**src/rtl/hazard_ctrl_if.sv**
```systemverilog
// Hazard controller bus: ID-stage read ports, in-flight destinations and the
// branch-resolved strobe in; stall/flush/forwarding controls out.
interface hazard_ctrl_if #(
    parameter int unsigned AW  = 4,
    parameter int unsigned NRD = 2
) ();

    logic [NRD*AW-1:0] rd_addr;
    logic [NRD-1:0]    rd_use;
    logic              ex_regwrite;
    logic [AW-1:0]     ex_wa;
    logic              mem_regwrite;
    logic [AW-1:0]     mem_wa;
    logic              wb_regwrite;
    logic [AW-1:0]     wb_wa;
    logic              br_taken;

    logic              stall_if;
    logic              stall_id;
    logic              flush_id;
    logic              flush_ex;
    logic [2*NRD-1:0]  fwd_sel;
    logic [1:0]        stall_cnt;
    logic [2:0]        flush_cnt;

    // Pipeline side: presents register usage, consumes hazard controls.
    modport master (
        output rd_addr, rd_use,
        output ex_regwrite, ex_wa, mem_regwrite, mem_wa, wb_regwrite, wb_wa,
        output br_taken,
        input  stall_if, stall_id, flush_id, flush_ex, fwd_sel, stall_cnt, flush_cnt
    );

    // Hazard controller side.
    modport slave (
        input  rd_addr, rd_use,
        input  ex_regwrite, ex_wa, mem_regwrite, mem_wa, wb_regwrite, wb_wa,
        input  br_taken,
        output stall_if, stall_id, flush_id, flush_ex, fwd_sel, stall_cnt, flush_cnt
    );

endinterface

```
**src/rtl/hazard_ctrl.sv**
```systemverilog
// Hazard controller for the pipelined core. Compares ID-stage source registers
// against EX/MEM/WB destinations and produces operand-forwarding selects,
// counted stalls and counted branch flushes. Multi-cycle stall/flush timing is
// held in two down-counters; all outputs are combinational from the inputs and
// those counters.
module hazard_ctrl #(
    parameter int unsigned AW       = 4,
    parameter int unsigned NRD      = 2,
    parameter int unsigned FWD      = 1,
    parameter int unsigned BR_FLUSH = 2,
    parameter int unsigned PC_ADDR  = 15
) (
    input  logic         clk,
    input  logic         reset,
    hazard_ctrl_if.slave bus
);

    localparam logic [2:0]    FLUSH_RELOAD = 3'(BR_FLUSH - 1);
    localparam logic [AW-1:0] PC_REG       = AW'(PC_ADDR);

    logic [1:0]       stall_cnt_q, stall_cnt_d;
    logic [2:0]       flush_cnt_q, flush_cnt_d;

    logic [NRD-1:0]   m_ex, m_mem, m_wb;
    logic             any_ex, any_mem, any_wb;
    logic             detect_en;
    logic             hazard;
    logic             new_stall;
    logic [1:0]       stall_len;
    logic             stall_active;
    logic             flush_active;
    logic [2*NRD-1:0] fwd_sel;

    // A read port depends on a stage when it is used, the stage writes, the
    // addresses agree and the register is not the PC.
    function automatic logic port_match(input logic [AW-1:0] addr,
                                        input logic          used,
                                        input logic          we,
                                        input logic [AW-1:0] wa);
        return used && we && (addr == wa) && (addr != PC_REG);
    endfunction

    // Per-port match against each in-flight stage.
    always_comb begin
        m_ex  = '0;
        m_mem = '0;
        m_wb  = '0;
        for (int i = 0; i < NRD; i++) begin
            m_ex[i]  = port_match(bus.rd_addr[i*AW +: AW], bus.rd_use[i],
                                  bus.ex_regwrite, bus.ex_wa);
            m_mem[i] = port_match(bus.rd_addr[i*AW +: AW], bus.rd_use[i],
                                  bus.mem_regwrite, bus.mem_wa);
            m_wb[i]  = port_match(bus.rd_addr[i*AW +: AW], bus.rd_use[i],
                                  bus.wb_regwrite, bus.wb_wa);
        end
        any_ex  = |m_ex;
        any_mem = |m_mem;
        any_wb  = |m_wb;
    end

    // Hazard detection and stall length; the nearest producer sets the length.
    always_comb begin
        detect_en = (stall_cnt_q == 2'd0) && (flush_cnt_q == 3'd0);
        if (FWD != 0) begin
            // Only a value still in EX cannot be forwarded in time.
            hazard    = any_ex;
            stall_len = 2'd1;
        end else begin
            hazard = any_ex || any_mem || any_wb;
            if (any_ex) begin
                stall_len = 2'd3;
            end else if (any_mem) begin
                stall_len = 2'd2;
            end else begin
                stall_len = 2'd1;
            end
        end
        // A taken branch squashes the instruction that would have stalled.
        new_stall    = detect_en && hazard && !bus.br_taken;
        flush_active = bus.br_taken || (flush_cnt_q != 3'd0);
        stall_active = !bus.br_taken && ((stall_cnt_q != 2'd0) || new_stall);
    end

    // Counter next-state: branch reloads the flush and cancels any stall.
    always_comb begin
        stall_cnt_d = stall_cnt_q;
        flush_cnt_d = flush_cnt_q;
        if (bus.br_taken) begin
            flush_cnt_d = FLUSH_RELOAD;
            stall_cnt_d = 2'd0;
        end else begin
            if (flush_cnt_q != 3'd0) begin
                flush_cnt_d = flush_cnt_q - 3'd1;
            end
            if (stall_cnt_q != 2'd0) begin
                stall_cnt_d = stall_cnt_q - 2'd1;
            end else if (new_stall) begin
                stall_cnt_d = stall_len - 2'd1;
            end
        end
    end

    // Forwarding selects: MEM beats WB; a port waiting on EX reads the regfile.
    always_comb begin
        fwd_sel = '0;
        if ((FWD != 0) && (stall_cnt_q == 2'd0)) begin
            for (int i = 0; i < NRD; i++) begin
                if (m_ex[i]) begin
                    fwd_sel[2*i +: 2] = 2'b00;
                end else if (m_mem[i]) begin
                    fwd_sel[2*i +: 2] = 2'b01;
                end else if (m_wb[i]) begin
                    fwd_sel[2*i +: 2] = 2'b10;
                end
            end
        end
    end

    // Output drive; reset forces everything quiet without waiting for a clock.
    always_comb begin
        bus.stall_if  = stall_active && !reset;
        bus.stall_id  = stall_active && !reset;
        bus.flush_id  = flush_active && !reset;
        bus.flush_ex  = (stall_active || flush_active) && !reset;
        bus.fwd_sel   = reset ? '0 : fwd_sel;
        bus.stall_cnt = stall_cnt_q;
        bus.flush_cnt = flush_cnt_q;
    end

    // Stall and flush counters.
    always_ff @(posedge clk or posedge reset) begin
        if (reset) begin
            stall_cnt_q <= 2'd0;
            flush_cnt_q <= 3'd0;
        end else begin
            stall_cnt_q <= stall_cnt_d;
            flush_cnt_q <= flush_cnt_d;
        end
    end

endmodule

```
**src/flat_wrapper.sv**
```systemverilog
// flat-port wrapper written by rule: the top's interface ports become plain ports
module hazard_ctrl_flat 
#(
    parameter int unsigned AW       = 4,
    parameter int unsigned NRD      = 2,
    parameter int unsigned FWD      = 1,
    parameter int unsigned BR_FLUSH = 2,
    parameter int unsigned PC_ADDR  = 15
)
  (clk, reset, bus_rd_addr, bus_rd_use, bus_ex_regwrite, bus_ex_wa, bus_mem_regwrite, bus_mem_wa, bus_wb_regwrite, bus_wb_wa, bus_br_taken, bus_stall_if, bus_stall_id, bus_flush_id, bus_flush_ex, bus_fwd_sel, bus_stall_cnt, bus_flush_cnt);
  hazard_ctrl_if #(.AW(AW), .NRD(NRD)) bus_i ();
  input  logic clk;
  input  logic reset;
  input wire logic [$bits(bus_i.rd_addr)-1:0] bus_rd_addr;
  input wire logic [$bits(bus_i.rd_use)-1:0] bus_rd_use;
  input wire logic [$bits(bus_i.ex_regwrite)-1:0] bus_ex_regwrite;
  input wire logic [$bits(bus_i.ex_wa)-1:0] bus_ex_wa;
  input wire logic [$bits(bus_i.mem_regwrite)-1:0] bus_mem_regwrite;
  input wire logic [$bits(bus_i.mem_wa)-1:0] bus_mem_wa;
  input wire logic [$bits(bus_i.wb_regwrite)-1:0] bus_wb_regwrite;
  input wire logic [$bits(bus_i.wb_wa)-1:0] bus_wb_wa;
  input wire logic [$bits(bus_i.br_taken)-1:0] bus_br_taken;
  output wire logic [$bits(bus_i.stall_if)-1:0] bus_stall_if;
  output wire logic [$bits(bus_i.stall_id)-1:0] bus_stall_id;
  output wire logic [$bits(bus_i.flush_id)-1:0] bus_flush_id;
  output wire logic [$bits(bus_i.flush_ex)-1:0] bus_flush_ex;
  output wire logic [$bits(bus_i.fwd_sel)-1:0] bus_fwd_sel;
  output wire logic [$bits(bus_i.stall_cnt)-1:0] bus_stall_cnt;
  output wire logic [$bits(bus_i.flush_cnt)-1:0] bus_flush_cnt;
  assign bus_i.rd_addr = bus_rd_addr;
  assign bus_i.rd_use = bus_rd_use;
  assign bus_i.ex_regwrite = bus_ex_regwrite;
  assign bus_i.ex_wa = bus_ex_wa;
  assign bus_i.mem_regwrite = bus_mem_regwrite;
  assign bus_i.mem_wa = bus_mem_wa;
  assign bus_i.wb_regwrite = bus_wb_regwrite;
  assign bus_i.wb_wa = bus_wb_wa;
  assign bus_i.br_taken = bus_br_taken;
  assign bus_stall_if = bus_i.stall_if;
  assign bus_stall_id = bus_i.stall_id;
  assign bus_flush_id = bus_i.flush_id;
  assign bus_flush_ex = bus_i.flush_ex;
  assign bus_fwd_sel = bus_i.fwd_sel;
  assign bus_stall_cnt = bus_i.stall_cnt;
  assign bus_flush_cnt = bus_i.flush_cnt;
  hazard_ctrl #(.AW(AW), .NRD(NRD), .FWD(FWD), .BR_FLUSH(BR_FLUSH), .PC_ADDR(PC_ADDR)) u_core (.clk(clk), .reset(reset), .bus(bus_i));
endmodule
```
**config.mk**
```make
export PLATFORM = sky130hd
export DESIGN_NAME = hazard_ctrl_flat
export DESIGN_NICKNAME = d
export VERILOG_FILES = /design/src/rtl/hazard_ctrl_if.sv /design/src/rtl/hazard_ctrl.sv /design/src/flat_wrapper.sv
export SDC_FILE = /design/constraint.sdc
export NUM_CORES = 1
export LEC_CHECK = 0
export CORE_ASPECT_RATIO = 1.5
export CORE_MARGIN = 2
export CORE_UTILIZATION = 32
export DETAILED_ROUTE_END_ITERATION = 7
export PLACE_DENSITY = 0.75
export SYNTH_ARGS = -nofsm -noshare
export SYNTH_HDL_FRONTEND = slang
export SYNTH_SLANG_ARGS = --single-unit
```
**constraint.sdc**
```tcl
create_clock -name clk -period 1.89 [get_ports clk]
set_clock_uncertainty 0.1 [all_clocks]
set_input_delay 0.4725 -clock clk [delete_from_list [all_inputs] [get_ports clk]]
set_output_delay 0.4725 -clock clk [all_outputs]
set_load 0.01 [all_outputs]
```
==> key figures <==
Logic synthesis
  – Post-synth cell types: 22
  – Synth Register Bits: 5
  – Syn. warnings: 0
  – Mapped Cells: 74
  – Top cells by area, synth: xor2_1 (29%), dfrtp_1 (20%), xnor2_1 (5.5%), nand4b_2 (4.7%), nor2_1 (4.2%)
  – Mapped cell area: 633 µm²
  – Top cell type's share of synthesized area: 29.1%
  – Part of the Yosys area used for sequential elements: 19.8%
  – Synth area leader: xor2_1
  – Avg Inst Size Synth: 8.56 µm²
  – Syn Nets: 104

Floorplan
  – Rows: 19
  – Die W: 40.3 µm
  – Die height: 58.5 µm
  – Initial core utilization: 34.1%
  – CORE AREA: 0.00185 mm²
  – Total Die Area: 0.00236 mm²
  – IO Pins: 41

Worst setup path
  – CP Capture Type: primary output
  – Critical Path AT: 1.63 ns
  – Delay-heaviest family, CP: simple AND/OR/NAND/NOR gates
  – Crit path from: bus_ex_wa[1]
  – Critical path endpoint: bus_flush_ex
  – FF-to-FF Start: u_core.bus.flush_cnt[0]
  – Crit. path cell count: 7
  – R2R Setup Slk: 0.46 ns
  – Crit-path cells: buf_8 -> xor2_2 -> nor3_2 -> nand4b_4 -> buf_6 -> a41oi_2 -> buf_2
  – CP startpoint kind: primary input
  – Crit path buf inv count: 3
  – Crit Path Class: primary input to primary output
  – Maximum fanout along the worst path: 4
  – Reg-to-Reg End: u_core.bus.flush_cnt[0]
  – R2R cell count: 7
  – Max incr delay on CP: 0.26 ns
  – Critical path's slowest cell: nor3_2
  – WP data required: 1.32 ns

Placement
  – Final GP Congestion: 0.713
  – Inst Count DP: 154
  – Dpl ws: -1.15 ns
  – # port buffers: 40
  – DP Wirelength: 1.90 mm

Hold path
  – Worst hold path class: primary input to asynchronous set/reset pin

Global route
  – Largest net degree at the start of global routing: 6
  – First-pass GRT wire length: 4.24 mm
  – Number of global-route vias before repair: 922
  – Gr ovfl total: 0
  – GRT Total Usage: 26.0%
  – Initial antenna violation count: 0

CTS
  – Hold buffer count at CTS: 0
  – CTS max path bufs: 2
  – TritonCTS clock tree: yes
  – Cts bufs inserted: 3
  – Latest clock arrival within the worst-skew pair: 0.24 ns
  – Clk slew on worst S/H paths: 0.04 ns
  – H-tree Lvls: 1
  – Sink Count: 5
  – Root Driver: clkbuf_4

Finish
  – FILL cells: 131
  – Layout area overhead: 130%
  – Total Nets Final: 179
  – Most frequent cells in the layout: buf_4 (26), xor2_1 (15), buf_6 (13)
  – ANT cells: 0
  – Most common cell after layout, fill and taps aside: buf_4
  – Final std cells w/o fill: 169
  – Share of cells above drive strength 1: 56.8%

Power and ir drop
  – Clock power share: 15.3%
  – Leakage power: 0.000749 µW
  – Gate power share: 67.8%
  – Sw Pwr: 292 µW
  – Peak VDD IR: 485 µV
  – P_int: 526 µW
  – Sw Share: 35.7%
  – Sequential Power Share: 17.0%
  – Pwr/cell area: 561 mW/mm²

Route
  – Vias: 874
  – Router iterations before antenna repair: 4
  – Final ANT Viol Nets: 0
  – First DRT Iteration DRCs: 21
  – Vias/cell: 5.17
  – DRC errors left: 0
  – Drt wl/cell: 16.9 µm
  – Final WL: 2.85 mm

STA
  – # setup viols final: 8
  – Fin. Hold Viols: 0
  – Post-layout min period: 2.21 ns
  – Fmax: 0.453 GHz
  – Worst Slack Setup Final: -0.317 ns
  – Pins Over Slew Limit: 0
  – RSZ-0062 raised after global routing: yes
  – Fin crit share: 117%
  – Worst Tran Pin Value: 0.291 ns
  – Slew headroom: 80.4%

Job
  – Max-cap viol count: 0

Run status
  – Outcome: complete, but fails checks
  – Violated checks: setup timing
power groups by stage:
stage	logic [µW]	registers (µW)	clock network [µW]
2_1_floorplan	165	155	0
3_3_place_gp	406	138	0
3_5_place_dp	418	140	0
4_1_cts	485	138	127
5_1_grt	608	141	135
6_report	554	139	125
kinds of logic (layout without fill, tap and decap cells):
group | Yosys count | in the layout | synth area share, %
xor+xnor | 25 | 25 | 34.6
flops | 5 | 5 | 19.8
simple gates | 32 | 32 | 32.0
buf+inv | 5 | 79 | 3.56
compound gates | 5 | 5 | 6.13
fa+ha+maj | 2 | 2 | 3.95
state kept, by name, summed over array words and instances, names as in the netlist:
name / cells
u_core.bus.flush_cnt: 3
u_core.bus.stall_cnt: 2
stage by stage:
step                      cell area [µm²]  hold WS, ns  power (µW)  TNS (ns)  util, %
after floorplan                       636        0.151         320    -0.111        -
after global placement               1200        0.442         544     -8.16     65.0
after detailed placement             1200        0.444         558     -8.22     65.0
after CTS                            1350        0.334         750     -2.14     72.7
after global routing                 1460        0.363         884     -2.56     78.7
final                                1460        0.343         818     -2.13     78.7
cells in the mapped netlist:
library cell / count
nor2_1: 7
ha_1: 2
nor4_1: 4
inv_1: 4
xor2_1: 21
and3b_1: 1
nor3b_1: 1
nand4b_2: 2
dfrtp_1: 5
a21oi_1: 2
a41oi_1: 1
nand2b_1: 1
o31a_1: 1
a21boi_2: 1
nor2b_1: 1
and3_1: 4
buf_4: 1
nor3_1: 3
nand4_1: 4
nand2_1: 2
nor3_2: 2
xnor2_1: 4
worst register-to-register path: cells and delay by family (launching register included):
family / cells / cell delay [ns]
adders and majority gates: 2 / 0.36
DFF: 1 / 0.34
buffers and inverters: 3 / 0.32
xor gates and xnor gates: 1 / 0.13
and+or+nand+nor: 1 / 0.06
worst min-delay path by stage:
stage | startpoint | to | slack [ns] | cells after the start
floorplan | reset | u_core.bus.flush_cnt[0] | 0.15 | 1
global route | reset | u_core.bus.flush_cnt[2] | 0.36 | 3
global placement | u_core.bus.stall_cnt[0] | u_core.bus.stall_cnt[0] | 0.44 | 2
CTS | reset | u_core.bus.flush_cnt[2] | 0.33 | 3
detailed placement | u_core.bus.stall_cnt[0] | u_core.bus.stall_cnt[0] | 0.44 | 2
finish | reset | u_core.bus.stall_cnt[1] | 0.34 | 3
routing by layer:
metal | GRT usage, % | up-vias | part of all wire (%)
met4 | 14.3 | 0 | 3.1
met2 | 41.7 | 54 | 51
li1 | - | 403 | -
met3 | 8.30 | 9 | 8.2
met1 | 29.2 | 408 | 38
met5 | 0 | - | 0
cell type report:
type | instances | area (µm²) | area share [%]
repair buffers | 71 | 616 | 42.2
flip-flops and latches | 5 | 125 | 8.58
inverters | 4 | 15.0 | 1.03
well taps | 21 | 26.3 | 1.80
multi-input cells | 64 | 651 | 44.6
clock buffers | 4 | 26.3 | 1.80
timing repair:
item | in CTS | in global routing
resized for setup | 145 | 20
hold endpoints to repair | 0 | 0
pin swaps | 28 | 20
setup endpoints to repair | 8 | 10
buffers inserted | 7 | 4
Power figures use the tool's default switching activity.
